`config.mk`:
```
export PLATFORM = sky130hd
export DESIGN_NAME = cmp_result_packer
export DESIGN_NICKNAME = d
export VERILOG_FILES = /design/src/rtl/cmp_pkg.sv /design/src/rtl/cmp_popcount.sv /design/src/rtl/cmp_result_packer.sv
export SDC_FILE = /design/constraint.sdc
export NUM_CORES = 1
export LEC_CHECK = 0
export ABC_AREA = 1
export CORE_ASPECT_RATIO = 0.6
export CORE_MARGIN = 2
export CORE_UTILIZATION = 56
export DETAILED_ROUTE_END_ITERATION = 10
export PLACE_DENSITY = 0.84
export RECOVER_POWER = 25
export SLEW_MARGIN = 0
export SYNTH_ARGS = -nofsm -noshare
export SYNTH_HDL_FRONTEND = slang
export SYNTH_SLANG_ARGS = --single-unit
```
`constraint.sdc`:
```
create_clock -name clk -period 8.25 [get_ports clk]
set_input_delay 1.2375 -clock clk [delete_from_list [all_inputs] [get_ports clk]]
set_output_delay 1.2375 -clock clk [all_outputs]
set_load 0.005 [all_outputs]
```
`src/rtl/cmp_pkg.sv`:
```
// Shared definitions for the compare stage and its result packer.
// Provides the default word width, the count-width helper and the
// SEL encodings of the upstream compare stage for use by benches.
package cmp_pkg;

  localparam int unsigned CMP_WORD_W = 8;
  localparam int unsigned CMP_TOT_W  = 16;

  // SEL encodings of the upstream N-bit compare stage
  localparam logic [2:0] CMP_SEL_EQ = 3'b010;
  localparam logic [2:0] CMP_SEL_GT = 3'b111;

  // Bits needed to hold a count in the range 0..w
  function automatic int unsigned cnt_w(input int unsigned w);
    return $clog2(w + 1);
  endfunction

endpackage

```
`src/rtl/cmp_popcount.sv`:
```
// Combinational ones counter over a WORD_W-bit word.
// Ports: data_i - word to count; ones_o - number of set bits (0..WORD_W).
module cmp_popcount #(
  parameter int unsigned WORD_W = 8,
  parameter int unsigned CNT_W  = 4
) (
  input  logic [WORD_W-1:0] data_i,
  output logic [CNT_W-1:0]  ones_o
);

  always_comb begin
    ones_o = '0;
    for (int i = 0; i < WORD_W; i++) begin
      ones_o = ones_o + CNT_W'(data_i[i]);
    end
  end

endmodule

```
`src/rtl/cmp_result_packer.sv`:
```
// Packs the 1-bit compare result stream LSB-first into WORD_W-bit words.
// Ports:
//   clk, rst                 - clock, synchronous active-high reset
//   in_valid/in_ready        - result handshake (in_ready is combinational)
//   in_bit, in_last          - result bit; in_last closes the word after it
//   flush                    - close a partial word without a new bit
//   out_valid/out_ready      - packed word handshake
//   out_data/out_count/out_ones - word, valid bit count, ones count
//   true_total               - saturating count of accepted 1 results
module cmp_result_packer
  import cmp_pkg::*;
#(
  parameter int unsigned WORD_W = CMP_WORD_W,
  parameter int unsigned TOT_W  = CMP_TOT_W
) (
  input  logic                       clk,
  input  logic                       rst,
  input  logic                       in_valid,
  output logic                       in_ready,
  input  logic                       in_bit,
  input  logic                       in_last,
  input  logic                       flush,
  output logic                       out_valid,
  input  logic                       out_ready,
  output logic [WORD_W-1:0]          out_data,
  output logic [cnt_w(WORD_W)-1:0]   out_count,
  output logic [cnt_w(WORD_W)-1:0]   out_ones,
  output logic [TOT_W-1:0]           true_total
);

  localparam int unsigned CNT_W = cnt_w(WORD_W);
  localparam int unsigned ACC_W = $clog2(WORD_W);
  localparam logic [ACC_W-1:0] LAST_IDX = ACC_W'(WORD_W - 1);
  localparam logic [TOT_W-1:0] TOT_MAX  = '1;

  logic [WORD_W-1:0] acc_q, acc_d;
  logic [ACC_W-1:0]  acc_cnt_q, acc_cnt_d;
  logic              out_valid_q, out_valid_d;
  logic [WORD_W-1:0] out_data_q, out_data_d;
  logic [CNT_W-1:0]  out_count_q, out_count_d;
  logic [CNT_W-1:0]  out_ones_q, out_ones_d;
  logic [TOT_W-1:0]  total_q, total_d;

  logic              pop_c, accept_c, close_c, flush_mv_c, load_c;
  logic [WORD_W-1:0] word_c;
  logic [CNT_W-1:0]  count_c, ones_c;

  // Output register is free when empty or being popped this cycle
  assign in_ready = !out_valid_q || out_ready;

  cmp_popcount #(
    .WORD_W (WORD_W),
    .CNT_W  (CNT_W)
  ) u_popcount (
    .data_i (word_c),
    .ones_o (ones_c)
  );

  // Candidate word (accumulator plus any bit accepted now) and next state
  always_comb begin
    pop_c      = out_valid_q && out_ready;
    accept_c   = in_valid && in_ready;
    word_c     = acc_q;
    count_c    = CNT_W'(acc_cnt_q);
    if (accept_c) begin
      word_c  = acc_q | (WORD_W'(in_bit) << acc_cnt_q);
      count_c = CNT_W'(acc_cnt_q) + CNT_W'(1);
    end
    // A flush alongside an accepted bit acts as in_last for that bit
    close_c    = accept_c && ((acc_cnt_q == LAST_IDX) || in_last || flush);
    flush_mv_c = flush && !accept_c && (acc_cnt_q != '0) && in_ready;
    load_c     = close_c || flush_mv_c;

    out_valid_d = out_valid_q;
    out_data_d  = out_data_q;
    out_count_d = out_count_q;
    out_ones_d  = out_ones_q;
    acc_d       = acc_q;
    acc_cnt_d   = acc_cnt_q;
    total_d     = total_q;

    // Load wins over pop so a same-cycle pop and completion has no bubble
    if (load_c) begin
      out_valid_d = 1'b1;
      out_data_d  = word_c;
      out_count_d = count_c;
      out_ones_d  = ones_c;
    end else if (pop_c) begin
      out_valid_d = 1'b0;
    end

    if (load_c) begin
      acc_d     = '0;
      acc_cnt_d = '0;
    end else if (accept_c) begin
      acc_d     = word_c;
      acc_cnt_d = acc_cnt_q + ACC_W'(1);
    end

    if (accept_c && in_bit && (total_q != TOT_MAX)) begin
      total_d = total_q + TOT_W'(1);
    end
  end

  // State registers
  always_ff @(posedge clk) begin
    if (rst) begin
      acc_q       <= '0;
      acc_cnt_q   <= '0;
      out_valid_q <= 1'b0;
      out_data_q  <= '0;
      out_count_q <= '0;
      out_ones_q  <= '0;
      total_q     <= '0;
    end else begin
      acc_q       <= acc_d;
      acc_cnt_q   <= acc_cnt_d;
      out_valid_q <= out_valid_d;
      out_data_q  <= out_data_d;
      out_count_q <= out_count_d;
      out_ones_q  <= out_ones_d;
      total_q     <= total_d;
    end
  end

  assign out_valid  = out_valid_q;
  assign out_data   = out_data_q;
  assign out_count  = out_count_q;
  assign out_ones   = out_ones_q;
  assign true_total = total_q;

endmodule
```
==> metrics.txt <==
Pleak=0.00118 µW; Yosys reg bits=44; VDD IR max=0.126 mV; GRT Util Overall=0.243; crit path cell chain=clkdlybuf4s50_1 -> inv_1 -> nand2_2 -> nand2_4 -> o31ai_1 -> ha_1 -> fa_1 -> fa_1 -> fa_1 -> inv_1 -> fa_1 -> o21ai_0; CP max-delay cell=fa_1; Crit Path Max Fanout=10; final wirelength=4.91 mm; P&R area growth vs syn=22.0%; layout cell share with drive strength beyond 1=0.114; Synth Net Count=300; Detailed Routing Iterations Pass 1=4; number of buffers added for setup after CTS=0; ANT cells=0; Worst EP arrival=4820 ps; Clock Path Buffers=2; Post-synth EDFFs=0; YS warnings=0; CP peak stage delay=between 500 and 600 ps; iteration-0 DRC count of the detailed router=87; Post-synth top cells=71 x nand2_1, 44 x dfxtp_1, 30 x inv_1; Die Y=52.8 µm; Syn Inst Count=282; Required @ worst endpoint=8470 ps; Synth Cell Area=roughly 0.0022 mm²; P per Cell Area=147 mW/mm²; Least-Margin Pin Slew=865 ps; CP Launch Type=primary input; Final Wtd Congestion=0.945; non-filler cells, final=approximately 370; DR DRC count=0; CTS tree=yes; Async SR Flop Fraction=0; drt via density=5.19; DPL Wire Length=3.55 mm; Worst-Skew Late Latency=290 ps; Setup Crit Path Kind=primary input to register; CTS sink cnt=44; via count=~1,900; Reg clk slew, reported paths=80 ps; cell count of the worst hold path=2; unrepaired setup endpoints after global routing=false; vias in the first global route=1,776; most frequent cell after synthesis=nand2_1; Final Hold Fails=0; Core Region=0.00374 mm²; row cnt=17; first-pass GRT wire length=8.36 mm; port bufs=40; Final Util=0.726; Root Buffer=clkbuf_8; die area=0.00451 mm²; Most common cell on crit path=fa_1; syn avg cell area=7.89 µm²; Max-Slew Margin vs Limit=0.422; worst-case reg-to-reg path depth=10; Nets=342; Final period util=0.557; hold buffers post-CTS=0; # setup viols final=0; Max Freq=217 MHz; dpl cells=around 360; Tmin final=4600 ps; Yosys top cell area share=0.396; status=completed; Starting Density=0.595; initial antenna violation count=0; CTS buffer count=5; cell taking the most area after synthesis=dfxtp_1; Max-cap violations=0; Detail Route Antenna Nets=0; Ports=41; die span in x=85.4 µm; Final Max Tran Viols=0; pin count of the biggest net entering global routing=20; predominant post-synthesis flop cell=dfxtp_1; Clock Skews=around 9.8 ps; routed len/inst=~13 µm; register area share after synthesis=0.396; Area contributors post-synth=dfxtp_1 40%, nand2_1 12%, inv_1 5.1%; GR Overflow Total=0; setup TNS=0 ps; # resized after CTS=0; Synth cell types=31; Worst Setup End Kind=register; H-tree levels=2; Hold Path Class=register to register
==> metal layers <==
metal  global-route usage  share of wire
met1                0.358           0.53
met2                0.348           0.39
met3               0.0661          0.068
met4               0.0635         0.0096
met5                    0              0
==> worst max-delay path: cells and delay by family <==
family                   cells  cell delay [ps]
AO/OA/AOI/OAI                2              590
adder cells (fa/ha/maj)      5             2200
buffers and inverters        3              590
AND/OR/NAND/NOR              2              210
==> layout by cell type, fill, tap and decap left out, types with 5 or more instances in the layout <==
| cell type | n |
|---|---|
| nand2_2 | 5 |
| nand4_1 | 6 |
| a21oi_1 | 5 |
| ha_1 | 7 |
| clkdlybuf4s50_1 | 22 |
| inv_1 | 30 |
| xor2_1 | 6 |
| dlygate4sd3_1 | 18 |
| nand3_1 | 13 |
| clkbuf_8 | 5 |
| dfxtp_1 | 44 |
| nand2_1 | 71 |
| o21ai_0 | 17 |
| nor2_1 | 29 |
| a21oi_2 | 10 |
==> cell type report <==
| class | count | area [µm²] |
|---|---|---|
| multi-input cells | 200 | 1170 |
| fillers | 291 | 1030 |
| flip-flops and latches | 44 | 881 |
| repair buffers | 40 | 400 |
| inverters | 33 | 126 |
| clock buffers | 6 | 72.6 |
| well taps | 47 | 58.8 |
| clock inverters | 1 | 5.00 |
==> sequential cells by signal, indices dropped and copies added (netlist names) <==
signal / flops
acc_cnt_q: 3
acc_q: 8
out_count: 4
out_data: 8
out_ones: 4
out_valid: 1
true_total: 16
==> path summary, 6_finish.rpt <==
check | startpoint | end | slack, ps
max | out_ready | out_ones[1] | 3650
min | out_ones[0] | out_ones[0] | 460
max reg2reg | acc_cnt_q[0] | out_ones[1] | 4640
min reg2reg | out_ones[0] | out_ones[0] | 460
==> logic make-up after synthesis <==
family / count (synthesis) / share of synthesized area
and+or+nand+nor: 141 / 0.309
DFF: 44 / 0.396
xor gates and xnor gates: 8 / 0.0315
adders and majority gates: 11 / 0.0753
buffers and inverters: 38 / 0.0742
AOI/OAI and AO/OA: 40 / 0.114
==> where the power goes <==
group / leakage (µW) / internal [µW] / switching, µW
Sequential: 0.000356 / 218 / 4.34
Clock: 0.0000410 / 57.7 / 70.8
Combinational: 0.000782 / 18.5 / 29.9
Total: 0.00118 / 294 / 105
==> metrics by stage <==
step                power [µW]  worst slack (ps)  hold slack [ps]  cell area, µm²
floorplan                  258              4060              446            2230
global placement           275              3540              437            2650
detailed placement         277              3330              445            2650
CTS                        402              3630              459            2720
global route               415              3460              479            2720
finish                     399              3650              456            2720
Power figures use the tool's default switching activity.
